===== config.mk =====
export PLATFORM = sky130hd
export DESIGN_NAME = bits_to_chars_deser
export DESIGN_NICKNAME = d
export VERILOG_FILES = /design/src/rtl/deser_pkg.sv /design/src/rtl/sync_fifo.sv /design/src/rtl/bits_to_chars_deser.sv
export SDC_FILE = /design/constraint.sdc
export NUM_CORES = 1
export LEC_CHECK = 0
export CAP_MARGIN = 30
export CORE_MARGIN = 3
export CORE_UTILIZATION = 57
export CTS_CLUSTER_DIAMETER = 30
export DETAILED_ROUTE_END_ITERATION = 12
export GPL_TIMING_DRIVEN = 1
export PLACE_DENSITY = 0.8
export SYNTH_ARGS = -nofsm -noshare
export SYNTH_HDL_FRONTEND = slang
export SYNTH_SLANG_ARGS = --single-unit

===== constraint.sdc =====
create_clock -name clk -period 2.9 [get_ports clk]
set_clock_uncertainty 0.2 [all_clocks]
set_input_delay 0.58 -clock clk [delete_from_list [all_inputs] [get_ports clk]]
set_output_delay 0.58 -clock clk [all_outputs]
set_load 0.005 [all_outputs]

===== src/rtl/deser_pkg.sv =====
// Shared types for the soft-bit to character deserializer.
package deser_pkg;
    localparam int unsigned CHAR_W = 8;

    typedef enum logic {IDLE, SHIFT} deser_state_t;

    typedef struct packed {
        logic              last;
        logic [CHAR_W-1:0] ch;
    } char_entry_t;
endpackage


===== src/rtl/sync_fifo.sv =====
// Registered first-word-fall-through FIFO; pop_data reads zero while empty.
module sync_fifo #(
    parameter int unsigned WIDTH = 9,
    parameter int unsigned DEPTH = 8
) (
    input  logic                     clk,
    input  logic                     rst,
    input  logic                     push,
    input  logic [WIDTH-1:0]         push_data,
    input  logic                     pop,
    output logic [WIDTH-1:0]         pop_data,
    output logic                     full,
    output logic                     empty,
    output logic [$clog2(DEPTH):0]   count
);
    localparam int unsigned AW = $clog2(DEPTH);

    logic [WIDTH-1:0] mem [DEPTH];
    logic [AW-1:0]    wr_ptr;
    logic [AW-1:0]    rd_ptr;
    logic             do_push;
    logic             do_pop;

    assign full    = (count == (AW+1)'(DEPTH));
    assign empty   = (count == '0);
    assign do_push = push && !full;
    assign do_pop  = pop && !empty;
    assign pop_data = empty ? '0 : mem[rd_ptr];

    always_ff @(posedge clk) begin
        if (do_push) begin
            mem[wr_ptr] <= push_data;
        end
    end

    always_ff @(posedge clk or posedge rst) begin
        if (rst) begin
            wr_ptr <= '0;
            rd_ptr <= '0;
            count  <= '0;
        end else begin
            if (do_push) wr_ptr <= wr_ptr + 1'b1;
            if (do_pop)  rd_ptr <= rd_ptr + 1'b1;
            case ({do_push, do_pop})
                2'b10:   count <= count + 1'b1;
                2'b01:   count <= count - 1'b1;
                default: count <= count;
            endcase
        end
    end
endmodule


===== src/rtl/bits_to_chars_deser.sv =====
// Slices signed soft samples to hard bits, packs them MSB-first into
// characters and buffers completed characters with message framing.
module bits_to_chars_deser
    import deser_pkg::*;
#(
    parameter int unsigned SAMPLE_W   = 16,
    parameter int unsigned FIFO_DEPTH = 8,
    parameter int unsigned MAX_CHARS  = 64
) (
    input  logic                           clk,
    input  logic                           rst,
    input  logic                           in_valid,
    output logic                           in_ready,
    input  logic [SAMPLE_W-1:0]            in_sample,
    input  logic                           in_last,
    output logic                           out_valid,
    input  logic                           out_ready,
    output logic [7:0]                     out_char,
    output logic                           out_last,
    output logic [$clog2(MAX_CHARS+1)-1:0] char_count,
    output logic                           frame_err,
    output logic                           busy
);
    localparam int unsigned CNT_W = $clog2(MAX_CHARS+1);

    deser_state_t              state;
    deser_state_t              state_next;
    logic [2:0]                bit_cnt;
    logic [CHAR_W-2:0]         shreg;
    logic                      accept;
    logic                      hard_bit;
    logic                      push;
    logic                      frame_hit;
    logic                      clear_pend;
    logic                      fifo_full;
    logic                      fifo_empty;
    logic [$clog2(FIFO_DEPTH):0] fifo_count;
    char_entry_t               push_entry;
    char_entry_t               pop_entry;
    logic                      unused_sample_bits;

    assign accept   = in_valid && in_ready;
    assign hard_bit = ~in_sample[SAMPLE_W-1];
    assign unused_sample_bits = ^in_sample[SAMPLE_W-2:0];
    assign in_ready = !fifo_full;

    // Only the 7 earlier bits are stored; the 8th joins them on the push.
    assign push_entry = '{last: in_last, ch: {shreg, hard_bit}};

    always_comb begin
        state_next = state;
        push       = 1'b0;
        frame_hit  = 1'b0;
        if (accept) begin
            if (in_last) begin
                state_next = IDLE;
                if (bit_cnt == 3'd7) push = 1'b1;
                else                 frame_hit = 1'b1;
            end else begin
                state_next = SHIFT;
                if (bit_cnt == 3'd7) push = 1'b1;
            end
        end
    end

    always_ff @(posedge clk or posedge rst) begin
        if (rst) state <= IDLE;
        else     state <= state_next;
    end

    always_ff @(posedge clk or posedge rst) begin
        if (rst) begin
            bit_cnt    <= '0;
            shreg      <= '0;
            frame_err  <= 1'b0;
            clear_pend <= 1'b0;
            char_count <= '0;
        end else begin
            if (frame_hit) begin
                bit_cnt <= '0;
                shreg   <= '0;
            end else if (accept) begin
                bit_cnt <= bit_cnt + 3'd1;
                shreg   <= {shreg[CHAR_W-3:0], hard_bit};
            end
            frame_err  <= frame_hit;
            clear_pend <= push && in_last;
            // The count stays visible for one cycle after the closing push.
            if (clear_pend || frame_err)
                char_count <= '0;
            else if (push && char_count != CNT_W'(MAX_CHARS))
                char_count <= char_count + 1'b1;
        end
    end

    sync_fifo #(
        .WIDTH ($bits(char_entry_t)),
        .DEPTH (FIFO_DEPTH)
    ) u_fifo (
        .clk       (clk),
        .rst       (rst),
        .push      (push),
        .push_data (push_entry),
        .pop       (out_ready),
        .pop_data  (pop_entry),
        .full      (fifo_full),
        .empty     (fifo_empty),
        .count     (fifo_count)
    );

    assign out_valid = !fifo_empty;
    assign out_char  = pop_entry.ch;
    assign out_last  = pop_entry.last;
    assign busy      = (state == SHIFT) || (fifo_count != '0);
endmodule


* Word level (Yosys, flattened, before mapping) *
Memory sizes are Yosys's and may differ from the RTL's.
Index checks and enable logic that the tools add are counted.

word-level totals
  memories kept = 1
  output and inout port bits = 20
  register bits = 30
  bits in writable memories = 72

memory list
  memory      depth  bits a word  rd ports  clocked after Yosys merged registers in  write ports  RTL line         source
  u_fifo.mem  8      9            1         0                                        1            sync_fifo.sv:18  logic [WIDTH-1:0] mem [DEPTH];

operators by class
  reductions and logical operators = 14
  add/sub/neg operators = 6
  equality and inequality tests = 5
  mux-type cells = 16
  bitwise operators = 1

operator list
  cell                                               number
  2-to-1 mux 7 bit                                   4
  adder 3 x 1 -> 3 bit (second input constant)       3
  2-to-1 mux 9 bit                                   1
  2-to-1 mux 1 bit                                   8
  case mux 4 bit (2 select lines)                    1
  adder 7 x 1 -> 7 bit (second input constant)       1
  inequality test 7 bit (second input constant)      1
  2-to-1 mux 3 bit                                   2
  nonzero test 2 bit                                 3
  logical AND 1 bit                                  5
  adder 4 x 1 -> 4 bit (second input constant)       1
  == test 4 bit (second input constant)              1
  zero test 4 bit                                    1
  nonzero test 4 bit                                 1
  subtractor 4 x 1 -> 4 bit (second input constant)  1
  == test 3 bit (second input constant)              1
  == test 2 x 1 -> 1 bit (second input constant)     1
  == test 2 bit (second input constant)              1
  zero test 1 bit                                    2
  logical OR 1 bit                                   2
  inverter 1 bit                                     1

* Logic depth before layout (Yosys ltp) *
Gate-level depths: netlist of run 1.

  depth in word-level cells = 7
  mapped depth = 13
  mapped depth without buffers = 12

* Cells and area by module *
From an unflattened synthesis of run 1, not the netlist that was laid out.

unflattened totals
  cells, all modules = 256
  area total of the unflattened synthesis = 4277.9 um^2

modules (own cells, without submodules)
  module               area each (um^2)  sequential area each (um^2)  times used  cells each
  sync_fifo            3347.0            2412.3                       1           171
  bits_to_chars_deser  930.9             500.5                        1           85

* Least setup slack after synthesis of run 1 *
No wires, ideal clock.

  path type = reg2reg
  from = register bit_cnt[0]
  to = memory u_fifo.mem[0][0], enable pin
  buffers on the path = 1
  setup slack = 0.209 ns
  cell stages (with the launch flop) = 8
  data arrival time = 2.092 ns
  clock period less this slack = 2.691 ns
  cell sequence = dfrtp_1 -> ha_1 -> ha_1 -> nand2_1 -> nor2_4 -> inv_2 -> buf_2 -> nor4_1

on the way
  longest elaborated chain between the ends = 6

ends and longest elaborated chain
  item                                    RTL line                                              source
  start: declaration                      bits_to_chars_deser.sv:28                             logic [2:0] bit_cnt;
  start signal: assignment                bits_to_chars_deser.sv:83                             bit_cnt <= bit_cnt + 3'd1;
  == test 3 bit                           bits_to_chars_deser.sv:57, bits_to_chars_deser.sv:61
  2-to-1 mux 1 bit                        bits_to_chars_deser.sv:57, bits_to_chars_deser.sv:61
  2-to-1 mux 1 bit                        bits_to_chars_deser.sv:54                             if (accept) begin
  logical AND 1 bit                       sync_fifo.sv:26                                       assign do_push = push && !full;
  2-to-1 mux 1 bit                        sync_fifo.sv:31                                       if (do_push) begin
  2-to-1 mux 1 bit (not written as such)  sync_fifo.sv:32                                       mem[wr_ptr] <= push_data;
  end: declaration                        sync_fifo.sv:18

No other way between the ends.

* Final worst setup path of run 1 *
  from = register u_fifo.rd_ptr[0]
  to = output out_char[2]

on the way
  longest elaborated chain between the ends = 2

ends and longest elaborated chain
  item                      RTL line                   source
  start: declaration        sync_fifo.sv:20            logic [AW-1:0] rd_ptr;
  start signal: assignment  sync_fifo.sv:43            if (do_pop) rd_ptr <= rd_ptr + 1'b1;
  memory (8 x 9 bit)        n/a
  2-to-1 mux 9 bit          sync_fifo.sv:28            assign pop_data = empty ? '0 : mem[rd_ptr];
  end: declaration          bits_to_chars_deser.sv:18  output logic [7:0] out_char,

No other way between the ends.

==> results.md, run 1 <==
* Status: finished, final reports clean
* Overall Global Routing Usage at 19.54%
* Hold Path Class: flip-flop to flip-flop
* Die area at 8576 µm²
* Syn. warnings at 0
* Core Util, Final at a little over two thirds
* Synth top area share at 50.57%
* Register area share after synthesis at 68.13%
* Vias in the first global route at approximately 2400
* Cell taking the most area after synthesis: edfxtp_1
* WS Path Type: flip-flop to output port
* Crit path max fanout at 6
* Worst slew pin tran at 0.6316 ns
* Fmax at 361.9 MHz
* Clock-pin slew on the worst setup and hold paths at 0.10 ns
* Initial core utilization at 60.91%
* Final period util at 95.27%
* FF+latch count, synth at roughly 100
* Area delta synth->final at 16.04%
* Total CTS buffers at 9
* Top cells by count, synth: 72 x edfxtp_1, 30 x dfrtp_1, 30 x nand2_1
* Detailed router's first-iteration violation count at roughly 160
* Global-route wire length before repair at 12570 µm
* Largest stage delay, worst path at about 0.52 ns
* Final HPWL DP at 4987 µm
* CTS tree: done
* Max-cap violations at 0
* Slowest CP cell: mux4_2
* Slew Viols, Final at 0
* Fin nets at approximately 350
* Arr. time, crit path at 1.98 ns
* Root buf cell: clkbuf_8
* Drc violations at 0
* TritonCTS sink count at 102
* Number of synthesized flops with an enable pin at 72
* # setup viols final at 0
* Count of antenna-violating nets left after detailed routing at 0
* Chip Height at roughly 93 µm
* Post-Syn Instances at 279
* CP endpoint kind: output port
* Share of cells above drive strength 1 at roughly 20%
* RSZ-0062 raised after global routing: no
* Rows at 30
* Hold-fix buffers, CTS at 0
* Max_slew headroom at 57.79%
* Buf/Inv on CP at 2
* Total negative slack at 0 ns
* Top cells by area, synth: edfxtp_1 51%, dfrtp_1 18%, mux4_2 9.5%
* Avg Cell Area, Syn at approximately 15 µm²
* Mapped Area at ~4300 µm²
* Diode count at 0
* Leak Pwr at between 1.5 and 2 nW
* Final hold violations at 0
* Clock latency on the worst-skew pair at 0.36 ns
* Count leader, synth: edfxtp_1
* Crit-path cells: buf_12 > mux4_2 > mux2i_2 > nor2_1 > dlygate4sd2_1
* Core area at 7019 µm²
* Cell variety after synth at 41
* Routed Wire Length at 7550 µm
* Post-DR wirelength/cell at roughly 18 µm
* Vias post-DR at 2382
* Via density per instance at 5.605
* Synth Net Count at 309
* Worst ir drop on vdd at 0.4062 mV
* H-tree Lvls at 3
* Startpoint types: flip-flop
* Die X at 92.61 µm
* TritonRoute pass-1 iters at 4
* # port buffers at 25
* Critical path's top delay family: multiplexers
* Initial antenna violation count at 0
* Ys async rst share at 29.41%
* Clk buf depth at 2
* PwrDens at around 750 nW/µm²
* Top FF cell, synth: edfxtp_1
* Number of I/O pins at 41
* Routability Congestion at 0.8445
* Largest net degree at the start of global routing at 31
* Gr ovfl total at 0
* Post-layout minimum cycle time at 2.763 ns
* WP data required at 2.12 ns
==> cell type report <==
type,instances,area (µm²)
sequential,102,2914
fill,474,2058
multi-input combinational,154,1275
timing repair buffer,47,432.9
clock buffer,10,127.6
tap,96,120.1
clock inverter,6,53.80
inverter,10,37.54
==> layer usage <==
layer  up-vias  part of all wire [%]  global-route usage (%)
met5         -                     0                       0
met4         0                   1.5                   6.683
li1       1119                     -                       -
met1      1182                    43                   27.89
met3        12                   6.3                   3.737
met2        69                    49                   30.57
==> path summary, 6_finish.rpt <==
check	start	endpoint	slack [ns]	cells after the start
hold reg to reg	u_fifo.rd_ptr[2]	u_fifo.rd_ptr[2]	0.28	1
min in group asynchronous	rst	bit_cnt[2]	0.39	3
hold / removal	u_fifo.rd_ptr[2]	u_fifo.rd_ptr[2]	0.28	1
setup / recovery	u_fifo.rd_ptr[0]	out_char[2]	0.14	5
setup reg to reg	u_fifo.count[0]	u_fifo.count[2]	0.29	10
max in group asynchronous	rst	u_fifo.rd_ptr[0]	1.81	3
==> cell families (layout without fill, tap and decap cells) <==
logic type	after synthesis	in the layout	share of synthesized area (%)
compound gates	23	23	3.102
simple gates	81	81	9.219
mux	30	30	12.38
buf+inv	23	73	2.283
fa+ha+maj	9	9	2.634
xor+xnor	11	11	2.253
flops	102	102	68.13
==> cells in the final DEF (no fill, tap or decap), types with 2 or more instances in the layout <==
| cell type | netlist | final |
|---|---|---|
| edfxtp_1 | 72 | 72 |
| nand2_1 | 30 | 30 |
| dfrtp_1 | 30 | 29 |
| nor2_1 | 22 | 22 |
| buf_4 | 1 | 20 |
| mux4_2 | 18 | 18 |
| clkdlybuf4s50_1 | 0 | 16 |
| o21ai_0 | 10 | 10 |
| ha_1 | 9 | 9 |
| clkbuf_8 | 0 | 9 |
| mux2i_1 | 9 | 8 |
| dlygate4sd2_1 | 0 | 8 |
| inv_1 | 7 | 7 |
| xnor2_1 | 7 | 7 |
| nor3_1 | 6 | 6 |
| nand3_1 | 5 | 5 |
| nand2b_1 | 5 | 5 |
| xor2_1 | 4 | 4 |
| a21oi_1 | 4 | 4 |
| inv_2 | 3 | 3 |
| o21ai_1 | 3 | 3 |
| nor4_1 | 3 | 2 |
| nor4_2 | 1 | 2 |
| mux2_2 | 2 | 2 |
| inv_6 | 0 | 2 |
| clkinv_4 | 0 | 2 |
| buf_12 | 0 | 2 |
==> flip-flops by register name, summed over array words and instances (netlist names) <==
register,count
u_fifo.mem,72
frame_err,1
u_fifo.count,4
state,1
shreg,7
bit_cnt,3
clear_pend,1
u_fifo.wr_ptr,3
u_fifo.rd_ptr,3
char_count,7
==> where the power goes <==
group | total [mW] | internal, mW | switching [mW]
Clock | 0.816 | 0.328 | 0.488
Sequential | 1.78 | 1.65 | 0.129
Combinational | 1.13 | 0.643 | 0.485
==> through the flow <==
step / cells / area [µm²] / worst slack (ns) / hold WS, ns / power (mW)
after floorplan: 279 / 4275 / 0.2090 / 0.2413 / 2.524
after global placement: 407 / 4767 / 0.1498 / 0.2608 / 2.967
after detailed placement: 407 / 4767 / 0.1114 / 0.2702 / 3.005
after CTS: 424 / 4951 / 0.01772 / 0.2839 / 3.770
after global routing: 425 / 4961 / 0.06310 / 0.3043 / 3.942
final: 425 / 4961 / 0.1372 / 0.2768 / 3.727
==> timing repair <==
action,in CTS,in global routing
resized for setup,10,1
buffers inserted,1,1
endpoints found under the setup margin,9,2
No activity file was read; power rests on OpenSTA's default activity.
==> run 2, diff against run 1 <==
--- a/config.mk
+++ b/config.mk
@@ -10,7 +10,7 @@
 export CORE_UTILIZATION = 57
 export CTS_CLUSTER_DIAMETER = 30
 export DETAILED_ROUTE_END_ITERATION = 12
-export GPL_TIMING_DRIVEN = 1
+export GPL_TIMING_DRIVEN = 0
 export PLACE_DENSITY = 0.8
 export SYNTH_ARGS = -nofsm -noshare
 export SYNTH_HDL_FRONTEND = slang
==> results.md, run 2 (synthesis gave the netlist of run 1 again) <==
* Combinational group share of total power at 32.7%
* TritonRoute pass-1 iters at 5
* Total chip power at 4.001 mW
* WS Path Type: flip-flop to output port
* Power share of the sequential group at 44.1%
* Routability Congestion at 0.8325
* CTS tree: done
* Int Pwr at 2.836 mW
* Slew Viols, Final at 0
* Count of antenna-violating nets left after detailed routing at 0
* Worst slew pin tran at 0.9103 ns
* Core Util, Final at 72.35%
* Diode count at 0
* CP most frequent cell: buf_12
* Vias in the first global route at roughly 2400
* Final hold violations at 0
* Die area at 8576 µm²
* Largest net degree at the start of global routing at 20
* Net Switching at between 1 and 1.5 mW
* Hold Path Class: flip-flop to flip-flop
* Share of cells above drive strength 1 at 21.43%
* Commonest non-fill, non-tap cell in the layout: edfxtp_1
* Final HPWL DP at 5311 µm
* Max reg flops at between 70 and 80
* CP endpoint kind: output port
* Final period util at 98.69%
* Chip Height at approximately 90 µm
* Max-cap violations at 0
* Crit-path cells: buf_12 > buf_12 > buf_4 > mux4_2 > mux2i_1 > nor2_1 > dlygate4sd2_1
* # port buffers at 25
* Pre-CTS WS at -0.2630 ns
* TritonCTS sink count at 102
* Leak Pwr at 1.895 nW
* Post-layout minimum cycle time at 2.862 ns
* Arr. time, crit path at about 2.1 ns
* Clock-pin slew on the worst setup and hold paths at 0.09 ns
* Total CTS buffers at 9
* Status: finished, final reports clean
* PwrDens at 787.8 nW/µm²
* Vias post-DR at about 2400
* Number of I/O pins at about 40
* Global-route wire length before repair at 12480 µm
* Clock power share at 23.1%
* Crit path max fanout at 5
* Routed Wire Length at 7810 µm
* Startpoint types: flip-flop
* Fin nets at 361
* Rows at 30
* Detailed router's first-iteration violation count at between 200 and 250
* Overall Global Routing Usage at 19.47%
* Initial core utilization at 60.91%
* Worst ir drop on vdd at 0.4785 mV
* Root buf cell: clkbuf_8
* Largest Register: u_fifo.mem
* Leading registers by flop count: u_fifo.mem (72), char_count (7), shreg (7)
* # setup viols final at 0
* WP data required at 2.12 ns
* Largest stage delay, worst path at 0.50 ns
* Clk buf depth at 2
* Fmax at 349.4 MHz
* Clock latency on the worst-skew pair at 0.37 ns
* Max_slew headroom at 39.09%
* Post-DR wirelength/cell at 18.08 µm
* # fillers at 451
* Gr ovfl total at 0
* RSZ-0062 raised after global routing: yes
* Area delta synth->final at 18.79%
* Drc violations at 0
* Slowest CP cell: mux4_2
* Initial antenna violation count at 0
* Die X at 92.61 µm
* Via density per instance at 5.613
* Worst Setup Slack, final at ~0.038 ns
* Core area at 7019 µm²
* Sw Ratio at 29.10%
* H-tree Lvls at 3
* Most frequent cells in the layout: 72 x edfxtp_1, 30 x nand2_1, 30 x dfrtp_1
## run 2: changes by cell type in the layout (fill, tap and decap cells not counted), sizes merged
cell and change:
dlygate4sd2 -6, buf +5, clkdlybuf4s15 +5, clkbuf +4, bufinv +1, clkinv -1, dlymetal6s2s -1
## run 2: cell type report
cell class,instances,area [µm²],share of cell area (%)
sequential,102,2913,57.35
tap,96,120.1,2.365
buffer,12,100.1,1.971
inverter,10,37.54,0.7391
clock buffer,10,137.6,2.710
timing repair buffer,42,412.9,8.130
clock inverter,6,75.07,1.478
multi-input combinational,154,1282,25.25
## run 2: stage by stage
| step | setup TNS, ns | area (µm²) | cells | hold WS (ns) |
|---|---|---|---|---|
| after floorplan | 0 | 4275 | 279 | 0.2413 |
| after global placement | -25.20 | 4646 | 400 | 0.2566 |
| after detailed placement | -5.639 | 4712 | 406 | 0.2929 |
| after CTS | -0.004085 | 5025 | 427 | 0.3135 |
| after global routing | -0.04676 | 5079 | 432 | 0.3585 |
| final | 0 | 5079 | 432 | 0.3107 |
## run 2: final timing paths
check                                 start         endpoint  slack, ns  cells past startpoint
max                        u_fifo.rd_ptr[0]         out_last       0.04                      7
min                                   state            state       0.31                      2
max reg2reg                 u_fifo.count[0]  u_fifo.count[2]       0.15                     11
min reg2reg                           state            state       0.31                      2
max in group asynchronous               rst  u_fifo.count[2]       1.66                      3
min in group asynchronous               rst       bit_cnt[1]       0.35                      2
## run 2: repair_timing
item,in CTS,in global routing
pin swaps,1,4
gates resized for setup,24,12
hold buffers,0,0
setup endpoints to repair,11,18
gates cloned,0,0
setup buffers,5,6
## run 2: routing by layer
metal	track usage [%]	up-vias	routed length, µm
met2	30.82	71	3889
met1	27.29	1208	3370
li1	-	1132	-
met5	0	-	0
met3	4.387	14	416
met4	6.064	0	133
## run 2: critical path, delay by kind of cell, from the launching register on
kind | cells | cell delay (ns)
AND/OR/NAND/NOR | 1 | 0.05
multiplexers | 2 | 0.65
flip-flops | 1 | 0.42
buffers and inverters | 4 | 0.60
## run 2: power by group through the flow
stage	Sequential [mW]	Clock, mW	Combinational [mW]
final	1.77	0.926	1.31
after global routing	1.78	0.993	1.43
after CTS	1.76	0.937	1.26
after detailed placement	1.78	0	1.18
after global placement	1.77	0	1.14
after floorplan	1.75	0	0.770
==> run 3, diff against run 2 <==
--- a/config.mk
+++ b/config.mk
@@ -11,7 +11,7 @@
 export CTS_CLUSTER_DIAMETER = 30
 export DETAILED_ROUTE_END_ITERATION = 12
 export GPL_TIMING_DRIVEN = 0
-export PLACE_DENSITY = 0.8
+export PLACE_DENSITY = 0.78
 export SYNTH_ARGS = -nofsm -noshare
 export SYNTH_HDL_FRONTEND = slang
 export SYNTH_SLANG_ARGS = --single-unit
==> results.md, run 3 (synthesis gave the netlist of run 1 again) <==
* RR Endpoint: u_fifo.mem[6][1]
* # setup viols final at 0
* H-tree Lvls at 3
* Post-route cell area at 5061 µm²
* TritonRoute pass-1 iters at 4
* Overall Global Routing Usage at 20.07%
* Pre-CTS WS at -0.2390 ns
* Total CTS buffers at 9
* Initial core utilization at between 60 and 70%
* Fin nets at 358
* RSZ-0062 raised after global routing: no
* Leading registers by flop count: u_fifo.mem (72), char_count (7), shreg (7)
* Routed Wire Length at between 7000 and 8000 µm
* Largest net degree at the start of global routing at 25
* Share of cells above drive strength 1 at 21.32%
* Routability Congestion at just under 0.8
* Critical path's top delay family: multiplexers
* Max reg flops at 72
* Die X at 92.61 µm
* WP data required at about 2.1 ns
* Core Util, Final at 72.10%
* Detailed router's first-iteration violation count at 128
* Root buf cell: clkbuf_8
* Max_slew headroom at 30.47%
* Vias in the first global route at 2435
* Final period util at approximately 97%
* Worst Setup Slack, final at 0.07512 ns
* Area delta synth->final at 18.38%
* Leak Pwr at 1.879 nW
* Post-DR wirelength/cell at 17.81 µm
* # port buffers at 25
* Worst slew pin tran at about 1.0 ns
* Clock latency on the worst-skew pair at 0.36 ns
* Status: finished, final reports clean
* Crit path max fanout at 5
* Worst r2r src: bit_cnt[0]
* Clk buf depth at 2
* Largest Register: u_fifo.mem
* Reg2reg setup slack at between 0.15 and 0.2 ns
* Post-DP Area at about 4700 µm²
* Largest stage delay, worst path at 0.50 ns
* Slew Viols, Final at 0
* Diode count at 0
* Buf/Inv on CP at 3
* Most frequent cells in the layout: 72 x edfxtp_1, 30 x nand2_1, 30 x dfrtp_1
* Critical Path Start: u_fifo.rd_ptr[0]
* Initial antenna violation count at 0
* Post-layout minimum cycle time at 2.825 ns
* Worst ir drop on vdd at around 0.42 mV
* Number of I/O pins at 41
* CP most frequent cell: buf_12
* Slowest CP cell: mux4_2
* Fmax at 354.0 MHz
* Crit path to: out_last
* TritonCTS sink count at roughly 100
* WS Path Type: flip-flop to output port
* Hold Path Class: primary input to async pin
* CP endpoint kind: output port
* Final hold violations at 0
* Max-cap violations at 0
* Reg2Reg Depth at 6
* Final HPWL DP at 5077 µm
* Clock-pin slew on the worst setup and hold paths at 0.10 ns
* Startpoint types: flip-flop
* Rows at 30
* Via density per instance at 5.534
* CTS tree: done
* PwrDens at ~770 nW/µm²
* Global-route wire length before repair at 12740 µm
* Commonest non-fill, non-tap cell in the layout: edfxtp_1
* Gr ovfl total at 0
* Drc violations at 0
* Vias post-DR at 2374
* Hold-fix buffers, CTS at 0
* Arr. time, crit path at 2.04 ns
* Core area at roughly 7000 µm²
* Crit-path cells: buf_12 > buf_12 > mux4_2 > mux2i_2 > nor2_1 > dlygate4sd2_1
* Count of antenna-violating nets left after detailed routing at 0
* Die area at 8576 µm²
* Chip Height at 92.61 µm
* Crit. path cell count at 6
## run 3: cell types whose count changed in the layout (fill, tap and decap cells not counted), moves of 2 or more
cell | before | now
clkbuf_2 | 2 | 0
clkdlybuf4s15_1 | 5 | 7
nor3_1 | 6 | 3
buf_2 | 5 | 3
nor3_2 | 0 | 3
buf_6 | 0 | 3
buf_8 | 2 | 0
## run 3: through the flow
stage / power, mW / hold WS, ns / std cells / TNS, ns
final: 3.914 / 0.2743 / 429 / 0
after floorplan: 2.524 / 0.2413 / 279 / 0
after global routing: 4.127 / 0.2729 / 429 / 0
after CTS: 3.925 / 0.2671 / 429 / 0
after detailed placement: 2.961 / 0.2677 / 405 / -5.812
after global placement: 2.914 / 0.2563 / 400 / -31.13
## run 3: per-layer routing
layer  track usage (%)  part of all wire (%)
met5                 0                     0
met4             6.807                   1.7
met3             4.224                   4.1
met2             31.12                    49
met1             28.69                    45
## run 3: report_power, final
group,internal (mW),total [mW],switching (mW)
Combinational,0.767,1.28,0.513
Clock,0.334,0.839,0.505
Sequential,1.65,1.79,0.144
## run 3: area by class of cell
type / count / area (µm²)
sequential: 102 / 2913
fill: 455 / 1958
multi-input combinational: 154 / 1292
timing repair buffer: 40 / 412.9
clock buffer: 9 / 123.9
tap: 96 / 120.1
buffer: 11 / 92.59
clock inverter: 7 / 68.82
inverter: 10 / 37.54
## run 3: what timing repair did
action	CTS	global route
setup buffers	8	2
pin swaps	1	1
endpoints found under the setup margin	11	25
gates resized for setup	24	9
## run 3: worst min-delay path by stage
stage	startpoint	end	slack (ns)	cells after the start
global route	rst	shreg[3]	0.27	2
CTS	rst	shreg[3]	0.27	2
detailed placement	state	state	0.27	2
finish	rst	bit_cnt[2]	0.27	2
global placement	state	state	0.26	2
floorplan	state	state	0.24	2
==> RTL edit 1 (flow settings as in run 3) <==
Reset style: synchronous (`rst`), changed in 3 clocked blocks.
--- a/src/rtl/sync_fifo.sv
+++ b/src/rtl/sync_fifo.sv
@@ -35,3 +35,3 @@
 
-    always_ff @(posedge clk or posedge rst) begin
+    always_ff @(posedge clk) begin
         if (rst) begin
--- a/src/rtl/bits_to_chars_deser.sv
+++ b/src/rtl/bits_to_chars_deser.sv
@@ -65,3 +65,3 @@
 
-    always_ff @(posedge clk or posedge rst) begin
+    always_ff @(posedge clk) begin
         if (rst) state <= IDLE;
@@ -70,3 +70,3 @@
 
-    always_ff @(posedge clk or posedge rst) begin
+    always_ff @(posedge clk) begin
         if (rst) begin
Function: differs if rst is asserted again (counterexample within 4 cycles, from zero or initial values and one cycle with rst high); with rst held inactive, the same outputs for 10 cycles.
==> RTL edit 1 against run 3 <==
Via count rose by 11%. Sequential cell count grew 3. Wire length is 11% higher. Cell area increased by 0.94%. Area after synthesis is 1.3% higher. Highest routed layer unchanged. Worst setup slack worse by 0.047 ns. Non-clock buffer count increased by 5. Global-route usage increased by 0.99 points.
Power is not compared: it rests on default switching activity, and its combinational part moved more than twofold at a synthesized area within 25%.
==> RTL edit 1: results (changes against run 3) <==
* Synth top area cells: edfxtp_1 (50%), dfxtp_1 (15%), mux4_2 (9.4%)
* Leading registers by flop count: u_fifo.mem: 72 flops, char_count: 7 flops, shreg: 7 flops
* Dpl ws at -0.520 ns (-0.281 ns)
* Worst IR drop on VDD at 0.255 mV
* Hpwl dp at 5600 microns (+10%)
* Worst-path clk slew at 0.10 ns (about the same)
* Worst Tran Pin Value at 0.982 ns (-0.0552 ns)
* Synth Area in Adders at 2.60% (-0.035 points)
* Largest register by flop count: u_fifo.mem
* Largest net degree at the start of global routing at 19 (-24%)
* Antenna viol nets, final at 0 (unchanged)
* Post-synth ARST share at 0% (-29 points)
* GPL Wtd Cong at 0.731 (-7.5%)
* LEAKAGE at roughly 1.7 nW
* DRT Wirelength at 8490 microns (+11%)
* Warnings from Yosys at 0 (unchanged)
* Reg2Reg Setup Slack at 0.03 ns (-0.14 ns)
* Via count at 2625 (+11%)
* Clock tree buffer depth at 2 (unchanged)
* Mux contribution to synthesized area at 12.4% (about the same)
* Hold worst-path end: bit_cnt[1]
* Post-Place Cells at 422 (+4.2%)
* Synth cell types at 44 (+7.3%)
* Min-delay worst type: reg -> reg
* Mean Syn Cell Area at 14.6 sq um (-4.8%)
* CTS Buf Count at 9 (unchanged)
* Final Hold Violating Endpoints at 0 (unchanged)
* Dpl cell area at 4730 sq um (+0.11%)
* CP arrival at 2.97 ns (+0.93 ns)
* First-pass GRT wire length at 13600 microns (+6.6%)
* Share of post-route cells with drive strength above 1 at 22.9% (+1.5 points)
* Hold_ws at 0.269 ns (-0.00562 ns)
* Slowest-stage cell, CP: or4b_4
* Seq/Total Area, Yosys at 65.1% (-3.0 points)
* Post-synthesis xor/xnor area fraction at 1.82% (-0.43 points)
* Number of enable flip-flop cells after synthesis at 72 (unchanged)
* # nets final at 375 (+4.7%)
* Total track usage at 21.1% (+0.99 points)
* Worst r2r dst: u_fifo.count[2]
* 1st-pass router iterations at 4 (unchanged)
* Min-delay src: bit_cnt[1]
* CP max FO at 9 (+4)
* Reg2reg path depth at 12 (+6)
* Initial antenna violation count at 0 (unchanged)
* P_int at 2.00 mW
* Starting DRT DRC Count at 181 (+41%)
* Max incr delay on CP at 0.57 ns (+0.07 ns)
* R2R Path Start: u_fifo.count[1]
* Complex-gate fraction of the synthesized area at 3.93% (+0.83 points)
* Port buffer count at 24 (-4.0%)
* Area leader, netlist: edfxtp_1
* Most frequent cells after synthesis: edfxtp_1 (72), dfxtp_1 (33), nor2_1 (27)
* Hold Path Depth at 2
* Net Count, Synth at 327 (+5.8%)
* Status: finished, final reports clean
* CP delay by family, top: simple AND/OR/NAND/NOR gates
* Clk_lat worst skew at ~0.37 ns
* Routed len/inst at 18.9 microns (+6.1%)
-- RTL edit 1: cell types whose count changed in the layout (fill, tap and decap cells not counted), sizes merged, moves of 3 or more --
cell / run 3 / this run
clkdlybuf4s15: 7 / 0
nand4: 1 / 12
xor2: 4 / 7
a21oi: 4 / 17
o21ai: 13 / 5
dfxtp: 0 / 33
dfrtp: 30 / 0
xnor2: 7 / 2
nand2: 30 / 18
mux2i: 9 / 12
inv: 13 / 7
dlygate4sd2: 2 / 8
clkbuf: 11 / 20
nor2: 23 / 27
-- RTL edit 1: cells by family (layout without fill, tap and decap cells) --
| kind of cell | count (synthesis) | in the layout |
|---|---|---|
| flip-flops | 105 | 105 |
| AND/OR/NAND/NOR | 91 | 91 |
| multiplexers | 31 | 31 |
| AO/OA/AOI/OAI | 27 | 27 |
| buffers and inverters | 25 | 78 |
| adder cells (fa/ha/maj) | 9 | 9 |
| XOR/XNOR | 9 | 9 |
-- RTL edit 1: what timing repair did --
action,4_1_cts,5_1_grt
buffers inserted,6,8
resized for setup,27,12
hold buffers,0,0
setup endpoints to repair,12,38
pin swaps,1,6
-- RTL edit 1: worst max path at each step --
stage                          startpoint  cells after the start          endpoint  slack (ns)
after global placement           in_valid                      7  u_fifo.mem[0][7]       -1.25
after floorplan           u_fifo.count[1]                     14   u_fifo.count[2]        0.02
after CTS                        in_valid                      8  u_fifo.mem[4][1]       0.001
after global routing      u_fifo.count[1]                     12   u_fifo.count[2]       -0.07
final                     u_fifo.count[1]                     12   u_fifo.count[2]        0.03
after detailed placement         in_valid                     13   u_fifo.count[2]       -0.52
-- RTL edit 1: cell type report --
cell class | count | area (sq um)
Sequential cell | 105 | 2830
Fill cell | 490 | 2220
Multi-Input combinational cell | 167 | 1420
Timing Repair Buffer | 40 | 375
Clock buffer | 11 | 163
Tap cell | 99 | 124
Buffer | 16 | 119
Clock inverter | 5 | 43.8
Inverter | 6 | 35.0
-- RTL edit 1: power by group through the flow --
| stage | Combinational (mW) | Sequential (mW) | Clock [mW] |
|---|---|---|---|
| final | 0.0395 | 1.59 | 0.907 |
| after global routing | 0.0439 | 1.59 | 0.969 |
| after CTS | 0.0392 | 1.59 | 0.913 |
| after detailed placement | 0.0390 | 1.63 | 0 |
| after global placement | 0.0382 | 1.62 | 0 |
| after floorplan | 0.0211 | 1.62 | 0 |
-- RTL edit 1: layer usage --
metal	up-vias	global-route usage [%]	wire, microns
li1	1212	-	-
met1	1309	28.5	3520
met2	92	35.0	4400
met3	12	3.70	432
met4	0	6.59	139
met5	-	0	0
-- RTL edit 1: tightest hold or removal path: stages (launching register included) --
cell     delay, ns
dfxtp_1       0.33
nand2_1       0.05
a21oi_1       0.05
==> RTL edit 2 (flow settings as in run 3) <==
Without the edit above. Set the parameter `FIFO_DEPTH` to 4 (it was 8).
--- a/src/rtl/bits_to_chars_deser.sv
+++ b/src/rtl/bits_to_chars_deser.sv
@@ -6,3 +6,3 @@
     parameter int unsigned SAMPLE_W   = 16,
-    parameter int unsigned FIFO_DEPTH = 8,
+    parameter int unsigned FIFO_DEPTH = 4,
     parameter int unsigned MAX_CHARS  = 64
Formal check against the unedited RTL: no difference found for any inputs over 10 cycles, from zero or initial values and one cycle with rst high; that may be too few to reach the edited logic, so the function may still have changed.
==> RTL edit 2 against run 3 <==
Wire length down 34%. Sequential cell count down 39. Total power down 34%. Combinational power down 43%. Critical path depth down 2. Area after synthesis down 36%. Worst setup slack better by 0.022 ns. Global-route usage down 0.21 points. Cell area down 36%. Count of clock-buffer cells in the layout up 2. Die area down 34%. Critical endpoint is now out_char[6]. Largest power group unchanged. Highest routed layer unchanged.
==> RTL edit 2: results (changes against run 3) <==
* Status: finished, final reports clean
* GPL Wtd Cong at 0.828 (+4.6%)
* Clock buf count at 11 (+2)
* Largest family of logic cells by synthesized area: simple AND/OR/NAND/NOR gates
* Crit path to: out_char[6]
* Worst-path clk slew at 0.07 ns (-0.03 ns)
* CTS Sinks at 63 (-38%)
* Reg2reg path depth at 9 (+3)
* LEAKAGE at 1.26 nW (-33%)
* Multi-input gate area at 885 sq um (-32%)
* Filler Cells Inserted at 285 (-37%)
* First-pass GRT wire length at 8220 microns (-36%)
* Post-CTS setup buffers at 0 (-8)
* Clk tree area frac at 5.59% (+1.8 points)
* Largest net degree at the start of global routing at 28 (+12%)
* Register share of total power at 44.2% (-1.7 points)
* Seq/Total Area, Yosys at 64.6% (-3.5 points)
* Via density per instance at 5.77 (+4.3%)
* Total track usage at 19.9% (-0.21 points)
* Worst r2r dst: u_fifo.count[2]
* Met2 routed WL at 2630 microns (-29%)
* DR WL met3 at 237 microns (-25%)
* Mux contribution to synthesized area at 7.83% (-4.6 points)
* CP max FO at 10 (+5)
* Psw at 0.703 mW (-39%)
* Synth Area in Adders at 4.88% (+2.2 points)
==> RTL edit 2: cell count changes in the layout (fill, tap and decap cells not counted), sizes merged, moves of 6 or more <==
cell | run 3 | this run
nor3 | 6 | 0
mux4 | 18 | 9
edfxtp | 72 | 36
clkdlybuf4s15 | 7 | 0
buf | 24 | 3
clkdlybuf4s50 | 16 | 25
mux2i | 9 | 1
nor2 | 23 | 5
and2 | 1 | 15
==> RTL edit 2: kinds of logic after synthesis <==
| kind of cell | after synthesis |
|---|---|
| fa+ha+maj | 10 |
| mux | 10 |
| flops | 63 |
| simple gates | 65 |
| compound gates | 26 |
| xor+xnor | 6 |
| buf+inv | 20 |
==> RTL edit 2: per-stage QoR <==
step	power, mW	area [sq um]
CTS	2.59	3210
detailed placement	1.89	3030
floorplan	1.56	2720
global route	2.72	3250
global placement	1.83	3030
finish	2.58	3250
